### config.mk
export PLATFORM = sky130hd
export DESIGN_NAME = demux4_stream
export DESIGN_NICKNAME = d
export VERILOG_FILES = /design/src/rtl/demux4_pkg.sv /design/src/rtl/demux4_lane_buf.sv /design/src/rtl/demux4_stream.sv
export SDC_FILE = /design/constraint.sdc
export NUM_CORES = 1
export LEC_CHECK = 0
export ABC_AREA = 1
export CORE_MARGIN = 2
export CORE_UTILIZATION = 30
export CTS_CLUSTER_DIAMETER = 40
export DETAILED_ROUTE_END_ITERATION = 10
export PLACE_DENSITY_LB_ADDON = 0.25
export SLEW_MARGIN = 40
export SYNTH_ARGS = -nofsm -noshare
export SYNTH_HDL_FRONTEND = slang
export SYNTH_SLANG_ARGS = --single-unit
export TNS_END_PERCENT = 50
### constraint.sdc
create_clock -name clk -period 3.4 [get_ports clk]
set_input_delay 0.68 -clock clk [delete_from_list [all_inputs] [get_ports clk]]
set_output_delay 0.68 -clock clk [all_outputs]
set_load 0.01 [all_outputs]
### src/rtl/demux4_pkg.sv
// Shared types and lane encodings for the 1-to-4 stream demultiplexer.
package demux4_pkg;

  localparam int NLANES = 4;

  typedef logic [1:0] lane_sel_t;
  typedef logic [1:0] lane_cnt_t;

  localparam lane_sel_t LANE0 = 2'd0;
  localparam lane_sel_t LANE1 = 2'd1;
  localparam lane_sel_t LANE2 = 2'd2;
  localparam lane_sel_t LANE3 = 2'd3;

endpackage

### src/rtl/demux4_lane_buf.sv
// Two-entry circular FIFO for one output lane; head word is read straight from
// the storage flops, so the lane output never sees the write data combinationally.
module demux4_lane_buf
  import demux4_pkg::*;
#(
  parameter int W     = 2,
  parameter int DEPTH = 2
) (
  input  logic         clk,
  input  logic         rst,
  input  logic         push,
  input  logic         pop,
  input  logic [W-1:0] wdata,
  output logic [W-1:0] rdata,
  output logic         valid,
  output logic         full
);

  logic [W-1:0] mem_q [2];
  logic [W-1:0] mem_d [2];
  logic         wptr_q, wptr_d;
  logic         rptr_q, rptr_d;
  lane_cnt_t    count_q, count_d;
  logic         do_push_s, do_pop_s;

  assign valid = (count_q != 2'd0);
  assign full  = (count_q == lane_cnt_t'(DEPTH));
  assign rdata = mem_q[rptr_q];

  always_comb begin
    do_push_s = push && !full;
    do_pop_s  = pop && valid;
    mem_d     = mem_q;
    wptr_d    = wptr_q;
    rptr_d    = rptr_q;
    if (do_push_s) begin
      mem_d[wptr_q] = wdata;
      wptr_d        = ~wptr_q;
    end else begin
      wptr_d = wptr_q;
    end
    if (do_pop_s) begin
      rptr_d = ~rptr_q;
    end else begin
      rptr_d = rptr_q;
    end
    // Push and pop together leave the occupancy unchanged.
    case ({do_push_s, do_pop_s})
      2'b10:   count_d = count_q + 2'd1;
      2'b01:   count_d = count_q - 2'd1;
      default: count_d = count_q;
    endcase
  end

  always_ff @(posedge clk) begin
    if (rst) begin
      mem_q[0] <= '0;
      mem_q[1] <= '0;
      wptr_q   <= 1'b0;
      rptr_q   <= 1'b0;
      count_q  <= 2'd0;
    end else begin
      mem_q[0] <= mem_d[0];
      mem_q[1] <= mem_d[1];
      wptr_q   <= wptr_d;
      rptr_q   <= rptr_d;
      count_q  <= count_d;
    end
  end

endmodule

### src/rtl/demux4_stream.sv
// 1-to-4 valid/ready demultiplexer with a 2-entry buffer per lane.
// Define DEMUX4_CNT_EN to add per-lane 8-bit accepted-push counters (cnt_clr, lane_cnt).
module demux4_stream
  import demux4_pkg::*;
#(
  parameter int W     = 2,
  parameter int DEPTH = 2
) (
  input  logic                clk,
  input  logic                rst,
  input  logic                in_valid,
  output logic                in_ready,
  input  logic [W-1:0]        in_data,
  input  lane_sel_t           in_sel,
  output logic [NLANES-1:0]   out_valid,
  input  logic [NLANES-1:0]   out_ready,
  output logic [NLANES*W-1:0] out_data
`ifdef DEMUX4_CNT_EN
  ,
  input  logic                cnt_clr,
  output logic [NLANES*8-1:0] lane_cnt
`endif
);

  logic [NLANES-1:0] full_s;
  logic [NLANES-1:0] push_s;

  // Readiness comes only from registered lane occupancy, never from out_ready.
  always_comb begin
    in_ready = ~full_s[in_sel];
  end

  always_comb begin
    push_s = 4'b0000;
    if (in_valid && in_ready) begin
      case (in_sel)
        LANE0:   push_s = 4'b0001;
        LANE1:   push_s = 4'b0010;
        LANE2:   push_s = 4'b0100;
        LANE3:   push_s = 4'b1000;
        default: push_s = 4'b0000;
      endcase
    end else begin
      push_s = 4'b0000;
    end
  end

  for (genvar i = 0; i < NLANES; i++) begin : g_lane
    demux4_lane_buf #(
      .W     (W),
      .DEPTH (DEPTH)
    ) u_buf (
      .clk   (clk),
      .rst   (rst),
      .push  (push_s[i]),
      .pop   (out_ready[i]),
      .wdata (in_data),
      .rdata (out_data[i*W +: W]),
      .valid (out_valid[i]),
      .full  (full_s[i])
    );

`ifdef DEMUX4_CNT_EN
    logic [7:0] cnt_q, cnt_d;

    always_comb begin
      if (cnt_clr) begin
        cnt_d = 8'd0;
      end else if (push_s[i]) begin
        cnt_d = cnt_q + 8'd1;
      end else begin
        cnt_d = cnt_q;
      end
    end

    always_ff @(posedge clk) begin
      if (rst) begin
        cnt_q <= 8'd0;
      end else begin
        cnt_q <= cnt_d;
      end
    end

    assign lane_cnt[i*8 +: 8] = cnt_q;
`endif
  end

endmodule

; After elaboration in Yosys (flattened, before gate mapping)
; Index checks and enable logic that the tools add are counted.
[op_classes]
n_addsub = 8
magnitude_cmp = 13
eq_ne = 15
muxes = 32
n_bitwise = 17
reduce_logical = 26
[op_table]
columns = operator, count
row1 = 2-bit two-way mux, 16
row2 = "2-bit equality test, second input constant", 10
row3 = 4-bit bitwise mux, 4
row4 = "2-bit greater-or-equal comparator, second input constant", 8
row5 = 1-bit inverter with 2-bit output, 8
row6 = 2-bit one-hot mux with 2 select lines, 4
row7 = 4-bit one-hot mux with 4 select lines, 1
row8 = 2-bit nonzero test, 8
row9 = 1-bit logical AND, 13
row10 = "2-bit by 1-bit equality test with 1-bit output, second input constant", 5
row11 = 1-bit inverter, 9
row12 = "2-bit by 1-bit adder with 2-bit output, second input constant", 4
row13 = 2-bit demux with 1-bit select, 4
row14 = "2-bit by 1-bit less-than comparator with 1-bit output, second input constant", 4
row15 = "2-bit by 1-bit subtractor with 2-bit output, second input constant", 4
row16 = 1-bit zero test, 4
row17 = 4-bit two-way mux, 1
row18 = "2-bit by 3-bit less-than comparator with 1-bit output, second input constant", 1
row19 = 1-bit binary-select mux with 2-bit select, 1
row20 = 2-bit zero test, 1
row21 = 1-bit two-way mux, 1
[totals]
ff_bits = 32
inputBits = 11
out_inout_bits = 13
elab_cells = 131

; Longest topological paths before layout
; Gate-level depths: netlist (run 1).
[depth]
depth_word = 9
mapped_depth = 12
ltp_nobuf = 12

; By module
; A second synthesis (run 1) with hierarchy kept.
[unflattened]
cells_unflattened = 301
area_unflattened_um2 = 1868.0
[by_module_without_submodules]
columns = module, instances, cells_each, area_each_um2, seq_area_each_um2
row1 = demux4_lane_buf, 4, 70, 441.7, 160.2
row2 = demux4_stream, 1, 21, 101.3, 0.0

; Worst setup path after synthesis (run 1)
; Ideal clock, no wire load.
[synth_path]
path_type = input to register
from = input in_sel[1]
to = register g_lane[2].u_buf.count_q[1]
setup_ps = 122
arrival_ps = 1899
t_required_ps = 3278
path_slack_ps = 1379
cell_stages = 11
path_buffers = 0
cell_sequence = inv_1 > nor2_1 > nand2_1 > nand2_1 > nor2_4 > nand3_1 > ha_1 > a21oi_1 > o21ai_0 > o21ai_0 > a21oi_1
[synth_between]
elab_chain_cells = 8
elab_cells_between_ends = 15
classes_between = eq/ne (5) / mux (5) / bitwise (1) / reduce/logical (4)
[synth_lines]
columns = item, line
row1 = start: declaration, demux4_stream.sv:14  ; input lane_sel_t in_sel,
row2 = 1-bit binary-select mux with 2-bit select *, demux4_stream.sv:30  ; in_ready = ~full_s[in_sel];
row3 = 1-bit two-way mux (not written as such) *, demux4_stream.sv:30
row4 = 1-bit inverter *, demux4_stream.sv:30
row5 = net in_ready, demux4_stream.sv:12  ; output logic in_ready,
row6 = 1-bit logical AND *, demux4_stream.sv:35  ; if (in_valid && in_ready) begin
row7 = 4-bit two-way mux *, demux4_stream.sv:35
row8 = 1-bit logical AND *, demux4_lane_buf.sv:31  ; do_push_s = push && !full;
row9 = 2-bit by 1-bit equality test with 1-bit output or 2-bit equality test (tied branches), demux4_lane_buf.sv:48  ; case ({do_push_s, do_pop_s})
row10 = 2-bit one-hot mux with 2 select lines or 2-bit nonzero test (tied branches), -
row11 = end signal: assignment, demux4_lane_buf.sv:67  ; count_q <= count_d;
row12 = end: declaration, demux4_lane_buf.sv:23  ; lane_cnt_t count_q, count_d;
; The timed path passes the listed nets; every way through them passes the cells marked *. The select of a mux whose other input is x is not followed.
; A chain may end at the register's enable or synchronous reset.

; Final worst setup path (run 1)
[layout_path]
from = input in_sel[0]
to = output in_ready
[layout_between]
elab_chain_cells = 3
[layout_lines]
columns = item, line
row1 = 1-bit binary-select mux with 2-bit select, demux4_stream.sv:30
row2 = 1-bit two-way mux (not written as such), demux4_stream.sv:30
row3 = 1-bit inverter, demux4_stream.sv:30
row4 = end: declaration, demux4_stream.sv:12
; Every way passes these cells. The select of a mux whose other input is x is not followed.

==> metrics.txt, run 1 <==
library cells used by synthesis 14; Post-route DRC 0; Max Fclk 343 MHz; clock edge transition at the registers on the reported setup and hold paths 60 ps; cell count after placement 329; TritonCTS clock tree done; placement-stage worst setup slack 480 ps; Cell Area, Placed 1840 sq um; share of Yosys cell area claimed by the top area cell type 40.9%; power per standard cell area 451 nW/um^2; sinks on the clock net 32; Crit Reg-Reg Startpoint g_lane[0].u_buf.count_q[0]; Clock Tree Buf Depth 2; Placement Rows 26; maximum number of pins on one net before global-route repair 31; Total Die Area 5810 sq um; cell type of the slowest stage on the worst timing path clkdlybuf4s50_1; portion of the post-synthesis area used by sequential elements 40.9%; leakage power 0.885 nW; ports placed on the boundary 24; Synth Net Count 259; dominant cell type by area after synthesis dfxtp_1; count of TritonRoute iterations in the first routing pass 4; Post-synth EDFFs 0; average cell area after synthesis 6.41 sq um; total number of vias 1417; path class of the lowest-slack min-delay path register to register; number of global-route vias before repair 1327; most frequently used cell type in the post-synthesis netlist nand2_1; number of gates resized after cts 0; kind of end point of the critical path output port; clock skew 3.54 ps; filler cell count 574; worst endpoint required time 2720 ps; number of hold buffers added after CTS 0; number of pins with negative max-slew slack in the final report 0; hold violation total from the final report 0; run status complete, no violations; Synth top cells by count 69 x nand2_1, 47 x nor2_1, 34 x inv_1; Min-Delay Path Depth 1; horizontal extent of the die 76.2 microns; Netlist Area Pre-Place 1570 sq um; Clock Root Buffer clkbuf_8; drt wl/cell 9.35 microns; buffers and inverters on the worst path 3; first-pass GRT wire length 5780 microns; CP Data Arrival Time 2240 ps; starting utilization of the core area 30.8%; clk_lat worst skew 290 ps; final setup margin 481 ps; height of the chip 76.2 microns; instance count of the mapped netlist 244; Max Used Layer met4; Min Clock Period, post-route 2920 ps; nets@finish 281; Met1 Wirelength 1530 microns; crit-path max cell delay 570 ps; Post-DRT Antenna Nets 0; DR vias/cell 4.22; global route total overflow 0; final core occ 37.7%; worst vdd rail ir drop 0.151 mV; All-Layer GR Usage 12.2%; capture endpoint of the worst hold path g_lane[3].u_buf.count_q[1]; WS Path Type input port to output port; total clock buffers created by CTS 5; antenna violations before repair 0; share of flip-flops with an asynchronous set or reset 0%; share of cells above drive strength 1 3.38%; critical hold path startpoint g_lane[3].u_buf.count_q[1]; CTS HTree Levels 2; largest fanout on the critical path 7; total of max-cap violations 0; final cell area excluding filler cells 1910 sq um; transition time at the pin with the least slew margin 457 ps; Worst setup SP type input port; count of final setup violators 0; Primary FF master, synth dfxtp_1; DR iter-0 viols 74; Placer Congestion 0.778; setup repair bufs after CTS 0; crit-path leading delay family buffers and inverters; final non-filler cell total 336; capturing point of the worst reg2reg path g_lane[1].u_buf.count_q[1]; flop and latch count out of synthesis 32; # diodes 0; total power after layout 0.864 mW; # port buffers 23; sum of negative setup slack 0 ps; final wirelength 3140 microns; detailed route wirelength on metal3 136 microns; worst hold slack 473 ps; Met2 Wirelength 1410 microns; synth-to-layout area growth 22.3%; reg-to-reg setup timing slack 1580 ps; worst path cell trace clkdlybuf4s50_1 -> inv_1 -> nor2_1 -> nand2_1 -> nand2_1 -> nor2_4 -> clkdlybuf4s50_1; setup repair after global routing missed its margin no; total core area 5070 sq um; Yosys warnings 0; worst r2r path cells 10; Slew headroom 69.5%; ranking of synthesized cells by area dfxtp_1 41%, nand2_1 17%, nor2_1 11%, inv_1 8.2%, o21ai_0 6.4%; Detailed Place HPWL 2320 microns; share of the clock period used by the worst path after layout 85.9%
cell families after synthesis:
kind of cell             count (synthesis)  share of synthesized area, %
AO/OA/AOI/OAI                           38                          12.2
AND/OR/NAND/NOR                        128                          32.6
buffers and inverters                   42                          11.1
flip-flops                              32                          40.9
adder cells (fa/ha/maj)                  4                          3.20
flip-flops by register name, summed over array words and instances (netlist names):
name and count:
g_lane.u_buf.count_q 8, g_lane.u_buf.wptr_q 4, g_lane.u_buf.mem_q 16, g_lane.u_buf.rptr_q 4
per-layer routing:
metal  track usage [%]  vias to the layer above
met3              4.62                        6
li1                  -                      796
met4              4.91                        0
met1              14.7                      595
met2              19.6                       20
met5                 0                        -
how the worst max path moves through the flow:
stage	depth (start not counted)	from	slack, ps	to
detailed placement	6	in_sel[0]	480	in_ready
global route	7	in_sel[0]	380	in_ready
global placement	6	in_sel[0]	490	in_ready
floorplan	11	in_sel[1]	1380	g_lane[2].u_buf.count_q[1]
finish	7	in_sel[0]	480	in_ready
CTS	7	in_sel[0]	470	in_ready
cell usage in the layout (no fill, tap or decap):
cell type,instances
nand3_1,4
nor2_1,47
clkbuf_1,1
or2_2,1
dfxtp_1,32
o21ai_0,20
inv_1,33
inv_2,1
nand4_1,6
clkbuf_8,5
clkdlybuf4s50_1,23
nand2_1,69
nor2_4,1
clkinv_2,1
ha_1,4
a21oi_1,18
power by group:
part / internal (mW) / total, mW / leakage, nW / switching (mW)
logic: 0.0753 / 0.166 / 0.583 / 0.0907
clock network: 0.139 / 0.277 / 0.0410 / 0.138
registers: 0.401 / 0.422 / 0.261 / 0.0202
final cells by class:
| type | instances | area [sq um] | share of cell area [%] |
|---|---|---|---|
| Tap cell | 70 | 87.6 | 4.58 |
| Timing Repair Buffer | 23 | 230 | 12.0 |
| Sequential cell | 32 | 641 | 33.5 |
| Clock buffer | 6 | 72.6 | 3.79 |
| Clock inverter | 1 | 5.00 | 0.261 |
| Multi-Input combinational cell | 170 | 751 | 39.2 |
| Inverter | 34 | 128 | 6.67 |
No activity file was read; power rests on OpenSTA's default activity.
==> run 2: changes to the inputs <==
--- a/config.mk
+++ b/config.mk
@@ -8,6 +8,7 @@
 export ABC_AREA = 1
 export CORE_MARGIN = 2
 export CORE_UTILIZATION = 30
+export CTS_BUF_LIST = sky130_fd_sc_hd__clkbuf_8
 export CTS_CLUSTER_DIAMETER = 40
 export DETAILED_ROUTE_END_ITERATION = 10
 export PLACE_DENSITY_LB_ADDON = 0.25
==> run 2 against run 1 <==
Global-route usage unchanged; die area did not move; sequential power hardly changed; register-to-register slack barely moved; largest cell class unchanged; routed wire length did not move; sequential share of layout area is the same; sequential cell count unchanged; total power is 0.32% lower.
==> metrics.txt, run 2 (same netlist as run 1, synthesis figures left out) <==
run status complete, no violations; Slew headroom 69.5% (about the same); share of the clock period used by the worst path after layout 85.9% (about the same); drt wl/cell 9.35 microns (unchanged); Min Clock Period, post-route 2920 ps (-0.0190 ps); DR vias/cell 4.22 (+0.14%); most frequent cells in the layout 69 x nand2_1, 47 x nor2_1, 34 x inv_1; synth-to-layout area growth 22.3% (unchanged); worst path cell trace clkdlybuf4s50_1 -> inv_1 -> nor2_1 -> nand2_1 -> nand2_1 -> nor2_4 -> clkdlybuf4s50_1; global route total overflow 0 (unchanged); most common cell after layout, fill and taps aside nand2_1; worst endpoint required time 2720 ps (about the same); nets@finish 281 (unchanged); largest registers g_lane.u_buf.mem_q: 16 flops, g_lane.u_buf.count_q: 8 flops; number of pins with negative max-slew slack in the final report 0 (unchanged); CTS HTree Levels 2 (unchanged); total of max-cap violations 0 (unchanged); crit-path max cell delay 570 ps (about the same); starting utilization of the core area 30.8% (unchanged); clk_lat worst skew 290 ps (about the same); Detailed Place HPWL 2320 microns (unchanged); CP Data Arrival Time 2240 ps (about the same); Placement Rows 26 (unchanged); cell type of the slowest stage on the worst timing path clkdlybuf4s50_1; share of cells above drive strength 1 3.38% (unchanged); setup repair after global routing missed its margin no; Placer Congestion 0.778 (unchanged); crit-path leading delay family buffers and inverters; clock edge transition at the registers on the reported setup and hold paths 60 ps (about the same); number of gates resized after cts 0 (unchanged); ports placed on the boundary 24 (unchanged); Clock Tree Buf Depth 2 (unchanged); TritonCTS clock tree done; path class of the lowest-slack min-delay path register to register; hold violation total from the final report 0 (unchanged); transition time at the pin with the least slew margin 457 ps (+0.00823 ps); leakage power 0.889 nW (+0.47%); height of the chip 76.2 microns (unchanged); # diodes 0 (unchanged); antenna violations before repair 0 (unchanged); final cell area excluding filler cells 1910 sq um (unchanged); Post-route DRC 0 (unchanged); WS Path Type input port to output port; maximum number of pins on one net before global-route repair 31 (unchanged); number of global-route vias before repair 1327 (unchanged); Top reg by flops g_lane.u_buf.mem_q; total clock buffers created by CTS 5 (unchanged); Post-DRT Antenna Nets 0 (unchanged); Clock Root Buffer clkbuf_8; clock skew 3.54 ps (unchanged); first-pass GRT wire length 5780 microns (unchanged); sum of negative setup slack 0 ps (unchanged); buffers and inverters on the worst path 3 (unchanged); count of TritonRoute iterations in the first routing pass 4 (unchanged); number of hold buffers added after CTS 0 (unchanged); largest fanout on the critical path 7 (unchanged); horizontal extent of the die 76.2 microns (unchanged); worst vdd rail ir drop 0.150 mV (-1.0%); Total Die Area 5810 sq um (unchanged); setup repair bufs after CTS 0 (unchanged); total core area 5070 sq um (unchanged); Worst setup SP type input port; All-Layer GR Usage 12.2% (unchanged); DR iter-0 viols 74 (unchanged); total number of vias 1419 (+0.14%); count of final setup violators 0 (unchanged); max FFs per register 16 (unchanged); final wirelength 3140 microns (unchanged); power per standard cell area 450 nW/um^2 (-0.32%); # port buffers 23 (unchanged); Max Fclk 343 MHz (about the same); Cell Area, Placed 1840 sq um (unchanged); kind of end point of the critical path output port; sinks on the clock net 32 (unchanged)
## run 2: cell types whose count changed in the layout (fill, tap and decap cells not counted)
cell      before  now
clkbuf_1       1    0
inv_1         33   34
## run 2: final cells by class
type                       count  area [sq um]
tap                           70          87.6
sequential                    32           641
inverter                      34           128
timing repair buffer          23           230
multi-input combinational    170           751
clock inverter                 2          8.76
clock buffer                   5          68.8
fill                         574          3160
## run 2: final timing paths
check                                           startpoint                    endpoint  slack, ps  depth (start not counted)
worst min-delay path            g_lane[3].u_buf.count_q[1]  g_lane[3].u_buf.count_q[1]        470                          1
worst min register to register  g_lane[3].u_buf.count_q[1]  g_lane[3].u_buf.count_q[1]        470                          1
worst max register to register  g_lane[0].u_buf.count_q[0]  g_lane[1].u_buf.count_q[1]       1580                         10
worst max-delay path                             in_sel[0]                    in_ready        480                          7
## run 2: stage by stage
stage          hold WS, ps  util (%)  worst slack [ps]  instances  total power [mW]
2_1_floorplan          436         -              1380        244             0.540
3_3_place_gp           453      36.2               490        329             0.594
3_5_place_dp           462      36.2               480        329             0.597
4_1_cts                476      37.7               467        336             0.878
5_1_grt                508      37.7               385        336             0.921
6_report               473      37.7               481        336             0.862
## run 2: power breakdown
group,switching (mW),internal [mW]
Sequential,0.0202,0.401
Combinational,0.0907,0.0753
Clock,0.138,0.136
Total,0.249,0.613
## run 2: layer usage
layer	vias up	global-route usage, %	part of all wire (%)
met4	0	4.91	2.0
met3	6	4.62	4.3
met2	20	19.6	45
met5	-	0	0
li1	796	-	-
met1	597	14.7	49
==> run 3: changes to the inputs <==
--- a/config.mk
+++ b/config.mk
@@ -6,7 +6,6 @@
 export NUM_CORES = 1
 export LEC_CHECK = 0
 export ABC_AREA = 1
-export CORE_MARGIN = 2
 export CORE_UTILIZATION = 30
 export CTS_BUF_LIST = sky130_fd_sc_hd__clkbuf_8
 export CTS_CLUSTER_DIAMETER = 40
==> run 3 against run 2 <==
Combinational power is essentially flat; register-to-register slack improved by 20 ps; sequential power is essentially flat; utilization is 1.9 points higher; critical path type unchanged.
==> metrics.txt, run 3 (same netlist as run 1, synthesis figures left out) <==
final core occ 39.6% (+1.9 points); reg-to-reg setup timing slack 1600 ps (+20 ps); All-Layer GR Usage 13.6% (+1.4 points); sequential share of power 47.4% (-1.5 points); share of cells above drive strength 1 4.10% (+0.72 points); Placement Rows 25 (-3.8%); largest fanout on the critical path 7 (unchanged); synth-to-layout area growth 23.5%; number of gates resized after cts 0 (unchanged); total power after layout 0.889 mW (+3.2%); ports placed on the boundary 24 (unchanged); Detailed Place HPWL 2400 microns (+3.6%); Clock Tree Buf Depth 2 (unchanged); global route total overflow 0 (unchanged); transition time at the pin with the least slew margin 279 ps (-178 ps); setup repair after global routing missed its margin no; total of max-cap violations 0 (unchanged); TritonCTS clock tree done; total number of vias 1404 (-1.1%); starting utilization of the core area 32.1% (+1.2 points); worst hold slack 482 ps (+8.83 ps); Placer Congestion 0.706 (-9.3%); leakage power 0.901 nW (+1.3%); first-pass GRT wire length 5660 microns (-2.0%); Internal Dissipation 0.638 mW (+4.2%); clock share of power 34.1% (+2.3 points); WS Path Type input port to output port; kind of end point of the critical path output port; nets@finish 282 (+0.36%); run status complete, no violations; clock edge transition at the registers on the reported setup and hold paths 70 ps (about the same); count of TritonRoute iterations in the first routing pass 4 (unchanged); Post-route DRC 0 (unchanged); Slew headroom 81.3% (+12 points); Max Fclk 339 MHz (-1.1%); power per standard cell area 460 nW/um^2 (+2.2%); path class of the lowest-slack min-delay path register to register; Top reg by flops g_lane.u_buf.mem_q; Total Die Area 5510 sq um (-5.2%); drt wl/cell 9.41 microns (+0.65%); combinational share of power 18.6% (-0.7 points); CP Data Arrival Time 2270 ps (+30 ps); largest registers g_lane.u_buf.mem_q: 16 flops, g_lane.u_buf.count_q: 8 flops; final wirelength 3150 microns (+0.35%); count of final setup violators 0 (unchanged); number of hold buffers added after CTS 0 (unchanged); sum of negative setup slack 0 ps (unchanged); antenna violations before repair 0 (unchanged); Min Clock Period, post-route 2950 ps (+31.5 ps); sinks on the clock net 32 (unchanged); most frequent cells in the layout 69 x nand2_1, 47 x nor2_1, 34 x inv_1; Worst setup SP type input port; horizontal extent of the die 74.2 microns (-2.6%); height of the chip 74.2 microns (-2.6%); # diodes 0 (unchanged); hold violation total from the final report 0 (unchanged); DR vias/cell 4.19 (-0.76%); clock skew 4.32 ps (+0.773 ps); maximum number of pins on one net before global-route repair 22 (-29%); max FFs per register 16 (unchanged); switch share 28.2% (-0.68 points); worst endpoint required time 2720 ps (about the same); number of global-route vias before repair 1381 (+4.1%); worst vdd rail ir drop 0.179 mV (+20%); total clock buffers created by CTS 5 (unchanged); share of the clock period used by the worst path after layout 86.8% (+0.93 points); number of pins with negative max-slew slack in the final report 0 (unchanged); Clock Root Buffer clkbuf_8; Post-DRT Antenna Nets 0 (unchanged); CTS HTree Levels 2 (unchanged); P_sw 0.251 mW (+0.79%); DR iter-0 viols 52 (-30%); # port buffers 23 (unchanged); most common cell after layout, fill and taps aside nand2_1; clk_lat worst skew 280 ps (about the same); setup repair bufs after CTS 0 (unchanged); total core area 4880 sq um (-3.8%)
[run 3: cell count changes in the layout (fill, tap and decap cells not counted)]
| cell | before | now |
|---|---|---|
| inv_2 | 1 | 0 |
| buf_4 | 0 | 1 |
| clkbuf_8 | 5 | 6 |
| clkinv_2 | 1 | 2 |
[run 3: power groups by stage]
stage	Sequential, mW	Clock (mW)	Combinational [mW]
6_report	0.421	0.303	0.165
5_1_grt	0.426	0.333	0.191
4_1_cts	0.421	0.316	0.168
3_5_place_dp	0.429	0	0.168
3_3_place_gp	0.429	0	0.165
2_1_floorplan	0.425	0	0.115
[run 3: worst max-delay path: stages]
cell and delay, ps:
clkdlybuf4s50_1 580, nor2_1 130, nand2_1 80, nand2_1 80, nor2_4 150, clkdlybuf4s50_1 570
[run 3: final cells by class]
type	instances	area, sq um
Clock buffer	6	82.6
Clock inverter	2	10.0
Fill cell	555	2950
Inverter	34	128
Multi-Input combinational cell	170	751
Sequential cell	32	641
Tap cell	67	83.8
Timing Repair Buffer	24	238
[run 3: worst paths after layout]
| path | from | endpoint | cells after the start |
|---|---|---|---|
| worst max register to register | g_lane[0].u_buf.count_q[0] | g_lane[2].u_buf.count_q[1] | 10 |
| worst max-delay path | in_sel[0] | in_ready | 6 |
| worst min register to register | g_lane[2].u_buf.wptr_q | g_lane[2].u_buf.wptr_q | 2 |
| worst min-delay path | g_lane[2].u_buf.wptr_q | g_lane[2].u_buf.wptr_q | 2 |
[run 3: layer usage]
layer | routed length, microns | share of wire [%] | GRT usage [%] | up-vias
li1 | - | - | - | 800
met1 | 1620 | 51 | 15.7 | 583
met2 | 1390 | 44 | 23.5 | 18
met3 | 107 | 3.4 | 3.25 | 3
met4 | 32 | 1.0 | 6.92 | 0
met5 | 0 | 0 | 0 | -
[run 3: per-stage QoR]
stage | cell area, sq um | cells | setup slack (ps)
after floorplan | 1570 | 244 | 1380
after global placement | 1840 | 327 | 477
after detailed placement | 1840 | 327 | 436
after CTS | 1930 | 335 | 424
after global routing | 1930 | 335 | 334
final | 1930 | 335 | 449
